`config.mk`:
```
export PLATFORM = sky130hd
export DESIGN_NAME = alu
export DESIGN_NICKNAME = d
export VERILOG_FILES = /design/src/rtl/alu_pkg.sv /design/src/rtl/alu_shifter.sv /design/src/rtl/alu.sv
export SDC_FILE = /design/constraint.sdc
export NUM_CORES = 2
export LEC_CHECK = 0
export ABC_AREA = 1
export CAP_MARGIN = 20
export CORE_UTILIZATION = 32
export DETAILED_ROUTE_END_ITERATION = 12
export PLACE_DENSITY = 0.56
export SLEW_MARGIN = 40
export SYNTH_ARGS = -nofsm -noshare
export SYNTH_HDL_FRONTEND = slang
export SYNTH_SLANG_ARGS = --single-unit
```
`constraint.sdc`:
```
create_clock -name clock -period 1.16 [get_ports clock]
set_clock_uncertainty 0.05 [all_clocks]
set_input_delay 0.116 -clock clock [delete_from_list [all_inputs] [get_ports clock]]
set_output_delay 0.116 -clock clock [all_outputs]
set_load 0.03 [all_outputs]
```
`src/rtl/alu_pkg.sv`:
```
// Shared definitions for the datapath ALU: operand widths and the opcode map.
// The control unit imports this package so opcodes stay consistent.
package alu_pkg;

    localparam int DATA_W  = 32;
    localparam int SHAMT_W = 5;

    // Operation select driven by the control unit; 14..31 are reserved.
    typedef enum logic [4:0] {
        OP_ADD  = 5'd0,
        OP_SUB  = 5'd1,
        OP_AND  = 5'd2,
        OP_OR   = 5'd3,
        OP_SHR  = 5'd4,
        OP_SHRA = 5'd5,
        OP_SHL  = 5'd6,
        OP_ROR  = 5'd7,
        OP_ROL  = 5'd8,
        OP_NEG  = 5'd9,
        OP_NOT  = 5'd10,
        OP_MUL  = 5'd11,
        OP_DIV  = 5'd12,
        OP_REM  = 5'd13
    } op_e;

    // Selects the function inside the shifter sub-unit.
    typedef enum logic [2:0] {
        SH_SRL = 3'd0,
        SH_SRA = 3'd1,
        SH_SLL = 3'd2,
        SH_ROR = 3'd3,
        SH_ROL = 3'd4
    } shift_sel_e;

endpackage

```
`src/rtl/alu_shifter.sv`:
```
// Combinational barrel shifter/rotator for the ALU's shift opcodes.
// Only the 5-bit count is seen here; upper bits of B never reach this unit.
module alu_shifter
    import alu_pkg::*;
(
    input  logic [DATA_W-1:0]  a,
    input  logic [SHAMT_W-1:0] shamt,
    input  shift_sel_e         sel,
    output logic [DATA_W-1:0]  y
);

    // Complementary amount for rotates; a shift by the full width yields 0,
    // so a count of 0 leaves A unchanged without a special case.
    logic [SHAMT_W:0] inv_shamt;
    assign inv_shamt = 6'd32 - {1'b0, shamt};

    // Select the requested shift or rotate of A.
    always_comb begin
        // NOTE: y gets a default before the case so no path can infer a latch.
        y = a;
        case (sel)
            SH_SRL: y = a >> shamt;
            SH_SRA: y = $unsigned($signed(a) >>> shamt);
            SH_SLL: y = a << shamt;
            SH_ROR: y = (a >> shamt) | (a << inv_shamt);
            SH_ROL: y = (a << shamt) | (a >> inv_shamt);
            default: y = a;
        endcase
    end

endmodule

```
`src/rtl/alu.sv`:
```
// 32-bit single-cycle ALU with a registered result.
// Arithmetic, logic, multiply and divide are computed combinationally and
// captured on every rising clock; clear zeroes the result asynchronously.
module alu
    import alu_pkg::*;
(
    input  logic              clock,
    input  logic              clear,
    input  logic [DATA_W-1:0] input_a,
    input  logic [DATA_W-1:0] input_b,
    input  logic [4:0]        opcode,
    output logic [DATA_W-1:0] ALU_result
);

    logic signed [DATA_W-1:0] sa;
    logic signed [DATA_W-1:0] sb;
    logic [DATA_W-1:0]        product;
    logic [DATA_W-1:0]        quotient;
    logic [DATA_W-1:0]        remainder;
    logic                     div_zero;
    logic                     div_ovf;
    shift_sel_e               sh_sel;
    logic [DATA_W-1:0]        sh_y;
    logic [DATA_W-1:0]        next_result;

    assign sa        = $signed(input_a);
    assign sb        = $signed(input_b);
    assign product   = $unsigned(sa * sb);
    assign quotient  = $unsigned(sa / sb);
    assign remainder = $unsigned(sa % sb);
    assign div_zero  = (input_b == '0);
    assign div_ovf   = (input_a == 32'h8000_0000) && (input_b == 32'hFFFF_FFFF);

    // Map shift opcodes onto the shifter's function select.
    always_comb begin
        sh_sel = SH_SRL;
        case (opcode)
            OP_SHRA: sh_sel = SH_SRA;
            OP_SHL:  sh_sel = SH_SLL;
            OP_ROR:  sh_sel = SH_ROR;
            OP_ROL:  sh_sel = SH_ROL;
            default: sh_sel = SH_SRL;
        endcase
    end

    alu_shifter u_shifter (
        .a     (input_a),
        .shamt (input_b[SHAMT_W-1:0]),
        .sel   (sh_sel),
        .y     (sh_y)
    );

    // Compute the next result; reserved opcodes produce zero.
    always_comb begin
        next_result = '0;
        case (opcode)
            OP_ADD:  next_result = input_a + input_b;
            OP_SUB:  next_result = input_a - input_b;
            OP_AND:  next_result = input_a & input_b;
            OP_OR:   next_result = input_a | input_b;
            OP_SHR, OP_SHRA, OP_SHL, OP_ROR, OP_ROL:
                     next_result = sh_y;
            OP_NEG:  next_result = '0 - input_a;
            OP_NOT:  next_result = ~input_a;
            OP_MUL:  next_result = product;
            OP_DIV:  begin
                if (div_zero)     next_result = '1;
                else if (div_ovf) next_result = 32'h8000_0000;
                else              next_result = quotient;
            end
            OP_REM:  begin
                if (div_zero)     next_result = input_a;
                else if (div_ovf) next_result = '0;
                else              next_result = remainder;
            end
            default: next_result = '0;
        endcase
    end

    // Result register: loads every cycle, cleared asynchronously.
    always_ff @(posedge clock or posedge clear) begin
        // NOTE: sequential state uses non-blocking assignment so every flop
        // samples pre-edge values regardless of block ordering.
        if (clear) ALU_result <= '0;
        else       ALU_result <= next_result;
    end

endmodule

```
==> summary.md <==
| Metric | Value |
|---|---|
| Crit path largest cell delay | 0.43 ns |
| CORE AREA | 193000 sq um |
| P per Cell Area | 1662 nW/um^2 |
| Synth Area in XOR/XNOR | 0.06268 |
| Unrepaired setup endpoints after global routing | yes |
| Max-cap violations | 0 |
| Worst vdd ir | 4.584 mV |
| Post-synth top cells | nand2_1 (2932), inv_1 (1812), ha_1 (722), a21oi_1 (673), nor2_1 (648) |
| Synth Area in Compound Gates | 0.1768 |
| Initial antenna violation count | 24 |
| #FFs+latches synth | 32 |
| Multi-input logic area | 61030 sq um |
| Worst setup path endpoint | ALU_result[26] |
| Share of layout cells above drive strength 1 | 0.4207 |
| CTS tree | built |
| Htree depth | 2 |
| Routed Antenna Nets | 0 |
| Req. time, crit path | 1.31 ns |
| Yosys warnings | 0 |
| Tcrit/Tclk final | 55.17 |
| Yosys top cell area share | 0.1766 |
| Fillers | 18550 |
| CTS Buf Count | 5 |
| Main combinational cell family by area after synthesis | simple AND/OR/NAND/NOR gates |
| Worst slew margin | 0.3268 |
| Final setup viols | 38 |
| Most frequent cell after synthesis | nand2_1 |
| Initial core utilization | 0.3229 |
| Post-synth EDFFs | 0 |
| Final worst path period need | 64.00 ns |
| Total track usage | 0.3554 |
| Fmax | 15.63 MHz |
| Hold Crit Class | input port to async pin |
| Die ar. | 196500 sq um |
| First-pass GRT wire length | 531200 um |
| Hold buffer count at CTS | 0 |
| Largest Register | ALU_result |
| Area contributors post-synth | nand2_1 (18%), ha_1 (14%), fa_1 (13%), inv_1 (11%), a21oi_1 (5.4%) |
| Final WL | 365800 um |
| Netlist cell types | 86 |
| Syn Inst Count | 10500 |
| Share of async-settable or async-resettable flops after synthesis | 1.000 |
| Placed cell count | 16310 |
| Crit path top cell by count | nand2_2 |
| Die X | 443.3 um |
| Final Hold Vio Count | 0 |
| Post-Syn Nets | 11700 |
| Initial DRC Count | 6824 |
| Adder and majority gate portion of the synthesized area | 0.2767 |
| Routability cong. | 1.083 |
| Hpwl dp | 286600 um |
| Die H | 443.3 um |
| Wirelength per Cell | 21.58 um |
| Status | finished, violations left |
| Register area share after synthesis | 0.01285 |
| Synth Area in Simple Gates | 0.3216 |
| Violated checks | setup timing |
| Synth area leader | nand2_1 |
| Fin. max-slew vios | 0 |
| Setup crit end kind | register |
| Largest register FFs | 32 |
| Number of global-route vias before repair | 86810 |
| Worst Slack Setup Final | -62.84 ns |
| Finished Layout Cells | 16950 |
| Place WS | -67.57 ns |
| Detailed Routing Iterations Pass 1 | 9 |
| Startpoint type of the worst setup path | input port |
| Static Leak | 57.99 nW |
| CTS Root Cell | clkbuf_16 |
| CTS sink count | 32 |
| Synth-to-Final Area Change | 70.76% |
| Final TNS setup | -1990.21 ns |
| Reg area | 807.0 sq um |
| DRC violations left | 0 |
| Slowest-stage cell, CP | or3b_4 |
| Worst-Margin Slew | 1.010 ns |
| Largest net degree at the start of global routing | 79 |
| Biggest regs | ALU_result (32) |
| Max FO, Critical Path | 8 |
| Setup CP Type | input port to register |
| CTS max path bufs | 2 |
| Synth Area per Inst | 5.936 sq um |
| Ys flop type | dfrtp_1 |
| Clk slew on worst S/H paths | 0.10 ns |
| Row count | 161 |
| Crit path DAT | 64.15 ns |
| Final net count | 15610 |
| Routed vias | 87500 |
| Synthesized cell area | 62320 sq um |
| GRT overflow | 0 |
| Mux cell area share after synthesis | 0.006063 |
| IO buf count | 102 |
| Top-Level Pins | 103 |
| Worst setup path start | input_b[5] |
| Vias per cell | 5.163 |
-- layout make-up --
type | count | share of cell area
diodes | 13 | 0.0003057
clock buffers | 5 | 0.001176
clock inverters | 3 | 0.0002234
inverters | 1884 | 0.06751
multi-input cells | 8201 | 0.5735
flip-flops and latches | 32 | 0.007584
well taps | 2526 | 0.02970
repair buffers | 4281 | 0.3198
repair inverters | 2 | 0.0001176
-- placed cells by master, fill, tap and decap left out, drive strengths merged, types with 154 or more instances in the layout --
master,instances
inv,1864
xor2,276
nor2,695
nand2,3015
buf,4232
nand3,514
nor3,154
a21oi,680
o21ai,728
ha,722
fa,410
xnor2,170
-- power breakdown --
part           internal, W  leakage, nW  switching, W  total (W)
Clock             0.000808       0.0661      0.000822    0.00163
Sequential         0.00144        0.417      0.000467    0.00191
Combinational       0.0856         57.5        0.0878      0.173
-- metrics by stage --
step	hold slack, ns	total power (W)	area [sq um]	utilization
2_1_floorplan	0.1822	0.08710	64520	-
3_3_place_gp	0.4424	0.1550	94340	0.4889
3_5_place_dp	0.4499	0.1568	94350	0.4889
4_1_cts	0.09093	0.1679	100600	0.5215
5_1_grt	0.1242	0.1900	106400	0.5514
6_report	0.08845	0.1769	106400	0.5514
-- worst min-delay path by stage --
stage | slack, ns | start | to | cells after the start
floorplan | 0.18 | clear | ALU_result[0] | 1
global placement | 0.44 | clear | ALU_result[12] | 3
detailed placement | 0.45 | clear | ALU_result[12] | 3
CTS | 0.09 | clear | ALU_result[16] | 3
global route | 0.12 | clear | ALU_result[16] | 3
finish | 0.09 | clear | ALU_result[16] | 3
-- critical path, delay by kind of cell --
family / cells / cell delay [ns]
and+or+nand+nor: 232 / 23.32
AOI/OAI and AO/OA: 122 / 16.86
buffers and inverters: 156 / 15.89
adders and majority gates: 30 / 7.44
xor gates and xnor gates: 3 / 0.41
-- layer usage --
metal  part of all wire  vias to the layer above  wire (um)  global-route usage
met5            0.00013                        -         46                   0
met4              0.088                        8      32230              0.2521
met3              0.066                     1092      24190             0.04577
met1               0.39                    41510     143800              0.4245
met2               0.45                     3350     165500              0.5883
li1                   -                    41540          -                   -
-- cells by family (layout without fill, tap and decap cells) --
family,count (synthesis),after routing
AO/OA/AOI/OAI,1902,1902
XOR/XNOR,446,446
adder cells (fa/ha/maj),1132,1132
buffers and inverters,2270,6175
flip-flops,32,32
multiplexers,37,37
other,0,13
AND/OR/NAND/NOR,4680,4684
-- timing repair --
| action | 4_1_cts | 5_1_grt |
|---|---|---|
| endpoints found under the setup margin | 39 | 38 |
| gates cloned | 10 | 3 |
| resized for setup | 655 | 1118 |
| buffers inserted | 432 | 219 |
| pin swaps | 445 | 762 |
Power figures use the tool's default switching activity.
